`src/rtl/reg_file_stage.sv`:
```
// Integer register file with two registered read ports, write-first bypass from write-back,
// x0 hard-wired to zero, and a post-reset sweep that clears the array before the pipeline runs.
module reg_file_stage #(
  parameter int DWIDTH = 32,
  parameter int AWIDTH = 5
) (
  input  logic              rf_clk,
  input  logic              rf_rst,
  input  logic              rf_i_we_rd,
  input  logic [AWIDTH-1:0] rf_i_rd_addr,
  input  logic [DWIDTH-1:0] rf_i_rd_data,
  input  logic              rf_i_ce,
  input  logic              rf_i_stall,
  input  logic              rf_i_flush,
  input  logic [AWIDTH-1:0] rf_i_rs1_addr,
  input  logic [AWIDTH-1:0] rf_i_rs2_addr,
  output logic [DWIDTH-1:0] rf_o_rs1_data,
  output logic [DWIDTH-1:0] rf_o_rs2_data,
  output logic [AWIDTH-1:0] rf_o_rs1_addr,
  output logic [AWIDTH-1:0] rf_o_rs2_addr,
  output logic              rf_o_ce,
  output logic              rf_o_ready,
  output logic              rf_o_stall
);

  localparam int DEPTH = 1 << AWIDTH;

  typedef enum logic {
    ST_INIT,
    ST_RUN
  } state_t;

  state_t            state;
  logic [AWIDTH-1:0] init_cnt;
  logic [DWIDTH-1:0] regs [DEPTH];
  logic              wb_commit;
  logic [DWIDTH-1:0] rs1_next;
  logic [DWIDTH-1:0] rs2_next;

  assign wb_commit  = (state == ST_RUN) && rf_i_we_rd && (rf_i_rd_addr != '0);
  assign rf_o_stall = ~rf_o_ready;

  // Entry 0 is never stored; the read muxes force it to zero instead.
  always_comb begin
    rs1_next = regs[rf_i_rs1_addr];
    if (rf_i_rs1_addr == '0)
      rs1_next = '0;
    else if (rf_i_we_rd && (rf_i_rd_addr == rf_i_rs1_addr))
      rs1_next = rf_i_rd_data;
  end

  always_comb begin
    rs2_next = regs[rf_i_rs2_addr];
    if (rf_i_rs2_addr == '0)
      rs2_next = '0;
    else if (rf_i_we_rd && (rf_i_rd_addr == rf_i_rs2_addr))
      rs2_next = rf_i_rd_data;
  end

  // Single write port shared by the clearing sweep and write-back commits.
  always_ff @(posedge rf_clk) begin
    if (state == ST_INIT)
      regs[init_cnt] <= '0;
    else if (wb_commit)
      regs[rf_i_rd_addr] <= rf_i_rd_data;
  end

  always_ff @(posedge rf_clk or posedge rf_rst) begin
    if (rf_rst) begin
      state         <= ST_INIT;
      init_cnt      <= AWIDTH'(1);
      rf_o_ready    <= 1'b0;
      rf_o_ce       <= 1'b0;
      rf_o_rs1_data <= '0;
      rf_o_rs2_data <= '0;
      rf_o_rs1_addr <= '0;
      rf_o_rs2_addr <= '0;
    end else if (state == ST_INIT) begin
      init_cnt <= init_cnt + AWIDTH'(1);
      if (init_cnt == '1) begin
        state      <= ST_RUN;
        rf_o_ready <= 1'b1;
      end
    end else begin
      // Flush beats stall beats a new capture; stalled outputs stay frozen even if WB rewrites them.
      if (rf_i_flush) begin
        rf_o_ce       <= 1'b0;
        rf_o_rs1_data <= '0;
        rf_o_rs2_data <= '0;
        rf_o_rs1_addr <= '0;
        rf_o_rs2_addr <= '0;
      end else if (!rf_i_stall) begin
        rf_o_ce <= rf_i_ce;
        if (rf_i_ce) begin
          rf_o_rs1_addr <= rf_i_rs1_addr;
          rf_o_rs2_addr <= rf_i_rs2_addr;
          rf_o_rs1_data <= rs1_next;
          rf_o_rs2_data <= rs2_next;
        end
      end
    end
  end

endmodule

```
`config.mk`:
```
export PLATFORM = sky130hd
export DESIGN_NAME = reg_file_stage
export DESIGN_NICKNAME = d
export VERILOG_FILES = /design/src/rtl/reg_file_stage.sv
export SDC_FILE = /design/constraint.sdc
export NUM_CORES = 1
export LEC_CHECK = 0
export BUFFER_PORTS_ARGS = -buffer_cell sky130_fd_sc_hd__clkbuf_2
export CAP_MARGIN = 5
export CORE_ASPECT_RATIO = 1.25
export CORE_MARGIN = 2
export CORE_UTILIZATION = 44
export CTS_CLUSTER_DIAMETER = 120
export DETAILED_ROUTE_END_ITERATION = 8
export REMOVE_ABC_BUFFERS = 1
export SLEW_MARGIN = 25
export SYNTH_ARGS = -nofsm -noshare
export SYNTH_HDL_FRONTEND = slang
export SYNTH_SLANG_ARGS = --single-unit
```
`constraint.sdc`:
```
create_clock -name rf_clk -period 2.9 [get_ports rf_clk]
set_clock_uncertainty 0.2 [all_clocks]
set_input_delay 0.145 -clock rf_clk [delete_from_list [all_inputs] [get_ports rf_clk]]
set_output_delay 0.145 -clock rf_clk [all_outputs]
set_load 0.01 [all_outputs]
```
==> flow_summary.ini <==
[sta]
final.setup.worst_slack_ns = 0.1371
tightest_slew_ns = 0.7660
finalHoldViolations = 0
relSlewSlack = 0.4863
fin_crit_ns = 2.763
slew_viol_final = 0
rsz0062_at_grt = no
fmax_mhz = 361.9
setup_viol = 0
min_period_over_period = 0.9527

[routing]
wire_per_inst_microns = 35.33
routed_via_density = 6.733
drcViolationCount = 0
detail-route-antenna-nets = 0
drt_first_iter_violations = 3369
vias = 30730
first_pass_iters = 6
finalWirelength_microns = 161300

[clock_network]
path_clk_slew_ns = 0.07
cts_root_buf = clkbuf_16
cts_buffer_depth = 3
post_cts_buffers = 0
cts_buffers = 109
cts_sinks = 1106
cts_tree = built
cts.htree.levels = 3
clock_latency_ns = 0.72

[synth]
syn_area_per_cell_sq_um = 18.95
synth_edf_count = 1024
synth_seq_area_share = 0.6498
synth_warnings = 0
synthCells = 2664
ys_types = 55
synthArstFlopShare = 0.07414
synth-seq-cells = 1106
netlist_area_sq_um = 50480
synthFlopType = edfxtp_1

[cells_and_area]
nets = 3058
drive_gt1_frac = 0.3413
layout_commonest_cell = edfxtp_1
nFillCells = 8780
area_growth_pct = 18.21
antennaDiodeCount = 0
fin_area_sq_um = 59680
final_cell_mix = edfxtp_1 (1024), mux4_2 (384), mux2i_1 (257)

[pwr]
ir_drop_mv = 0.5706
powerDensity_nw_per_um2 = 579.8
p_leak_uw = 0.02138

[global_routing]
track_usage = 0.2738
grt_pass1_wl_microns = 228800
antenna_found_initial = 3
overflow = 0
grt_pass1_vias = 31670
grt_max_degree = 75

[place]
place_worst_setup_slack_ns = -0.05874
gp_congestion = 0.8400
place.port_buffers = 129
dp.final_hpwl_microns = 100900
dpl_cell_area_sq_um = 55450

[floorplan]
dieArea_sq_um = 117500
start_util = 0.4450
io_pins = 130
die_w_microns = 307.0
rows = 138
die_height_microns = 382.7
core-area_sq_um = 113400

[worst_setup_path]
rr_worst_depth = 6
crit_path_max_fanout = 14
critPathRequiredTime_ns = 3.35
arrival_ns = 3.21
endpoint_kind = register
r2r_start = state
worstReg2RegEnd = rf_o_rs1_data[15]
reg2reg_slack_ns = 0.14
path_class = reg -> reg
startpoint_type = register

[status]
outcome = finished clean

[hold_path]
worstHoldPathType = in -> reg
hold_path_depth = 3
hold_end = rf_o_rs1_data[21]
holdCritStartpoint = rf_i_rd_data[21]

[flow_run]
max_cap_viol_count = 0
[cells in the mapped netlist (3+ instances only)]
| master | n | area (sq um) |
|---|---|---|
| nand2_1 | 13 | 48.80 |
| a211oi_1 | 101 | 758.2 |
| inv_1 | 5 | 18.77 |
| buf_4 | 25 | 187.7 |
| xor2_1 | 8 | 70.07 |
| o21ai_1 | 3 | 15.01 |
| buf_1 | 12 | 45.04 |
| a22oi_1 | 64 | 480.5 |
| a21oi_1 | 47 | 235.2 |
| nand3_1 | 4 | 20.02 |
| o221ai_1 | 64 | 560.5 |
| mux2_2 | 4 | 45.04 |
| a2111oi_2 | 30 | 450.4 |
| mux2i_1 | 257 | 2572 |
| edfxtp_1 | 1024 | 30750 |
| a221o_1 | 64 | 640.6 |
| a22o_1 | 73 | 639.4 |
| xnor2_1 | 5 | 43.79 |
| nor2b_1 | 4 | 25.02 |
| or3b_2 | 3 | 26.28 |
| and2_1 | 35 | 219.0 |
| o22ai_1 | 63 | 394.1 |
| clkbuf_1 | 114 | 427.9 |
| dfrtp_1 | 81 | 2027 |
| buf_6 | 20 | 225.2 |
| mux4_2 | 384 | 8648 |
| nor2_1 | 44 | 165.2 |
| o21ai_0 | 4 | 20.02 |
| a2111oi_1 | 14 | 140.1 |
| buf_2 | 60 | 300.3 |
[worst max path at each step]
stage | slack (ns) | to | cells past startpoint | startpoint
floorplan | -2.03 | rf_o_rs1_data[0] | 3 | rf_i_ce
global placement | -0.05 | regs[25][22] | 7 | rf_i_rd_addr[0]
detailed placement | -0.06 | regs[28][22] | 7 | rf_i_rd_addr[0]
CTS | 0.07 | regs[9][12] | 3 | state
global route | 0.02 | rf_o_rs2_data[3] | 8 | state
finish | 0.14 | rf_o_rs1_data[15] | 6 | state
[logic make-up after synthesis]
family / Yosys count / share of synthesized area
xor+xnor: 13 / 0.002255
simple gates: 122 / 0.01259
flops: 1106 / 0.6498
mux: 645 / 0.2232
compound gates: 539 / 0.08776
fa+ha+maj: 2 / 0.0004956
buf+inv: 237 / 0.02397
[metal layers]
metal,vias up,wire length [microns],GRT usage
met1,16400,63530,0.3708
met3,284,13660,0.04546
met4,2,5295,0.09768
li1,12320,-,-
met2,1731,78760,0.4493
met5,-,13,0
[where the power goes]
part,switching [uW],leakage [uW],internal (uW),total (uW)
logic,1710,0.00788,1120,2830
clock network,6180,0.00176,8020,14200
registers,42.5,0.0117,17500,17600
total,7930,0.0214,26700,34600
[stage by stage]
step	TNS [ns]	power (uW)	instances	util	hold WS, ns
floorplan	-748.32	19090	2432	-	0.02749
global placement	-5.689	20620	4297	0.4885	0.1024
detailed placement	-4.382	20660	4298	0.4888	0.1168
CTS	0	34790	4562	0.5257	0.002546
global route	0	35510	4564	0.5261	0.04121
finish	0	34600	4564	0.5261	0.03532
[critical path, cell delays in order (launching register included)]
cell,delay (ns)
dfrtp_1,0.60
nor4bb_2,0.41
o21ai_1,0.15
a31o_2,0.29
buf_12,0.17
a211oi_1,0.66
a221o_1,0.20
[what timing repair did]
item / 4_1_cts / 5_1_grt
hold buffers: 62 / 0
endpoints found under the setup margin: 10 / 1
endpoints found under the hold margin: 713 / 0
gates resized for setup: 1 / 1
[state kept, by name, indices dropped and copies added, names as in the netlist]
| signal | count |
|---|---|
| state | 1 |
| rf_o_rs1_addr | 5 |
| init_cnt | 5 |
| rf_o_rs2_data | 32 |
| rf_o_ready | 1 |
| rf_o_ce | 1 |
| rf_o_rs2_addr | 5 |
| regs | 1024 |
| rf_o_rs1_data | 32 |
[cell type report]
type                       count  area (sq um)  area share
clock buffer                 143          3049     0.05109
clock inverter                59         514.2    0.008617
inverter                       5         21.27   0.0003564
multi-input combinational   1321         16840      0.2822
sequential                  1106         32800      0.5497
tap                         1470          1839     0.03082
timing repair buffer         460          4611     0.07726
No activity file was read; power rests on OpenSTA's default activity.
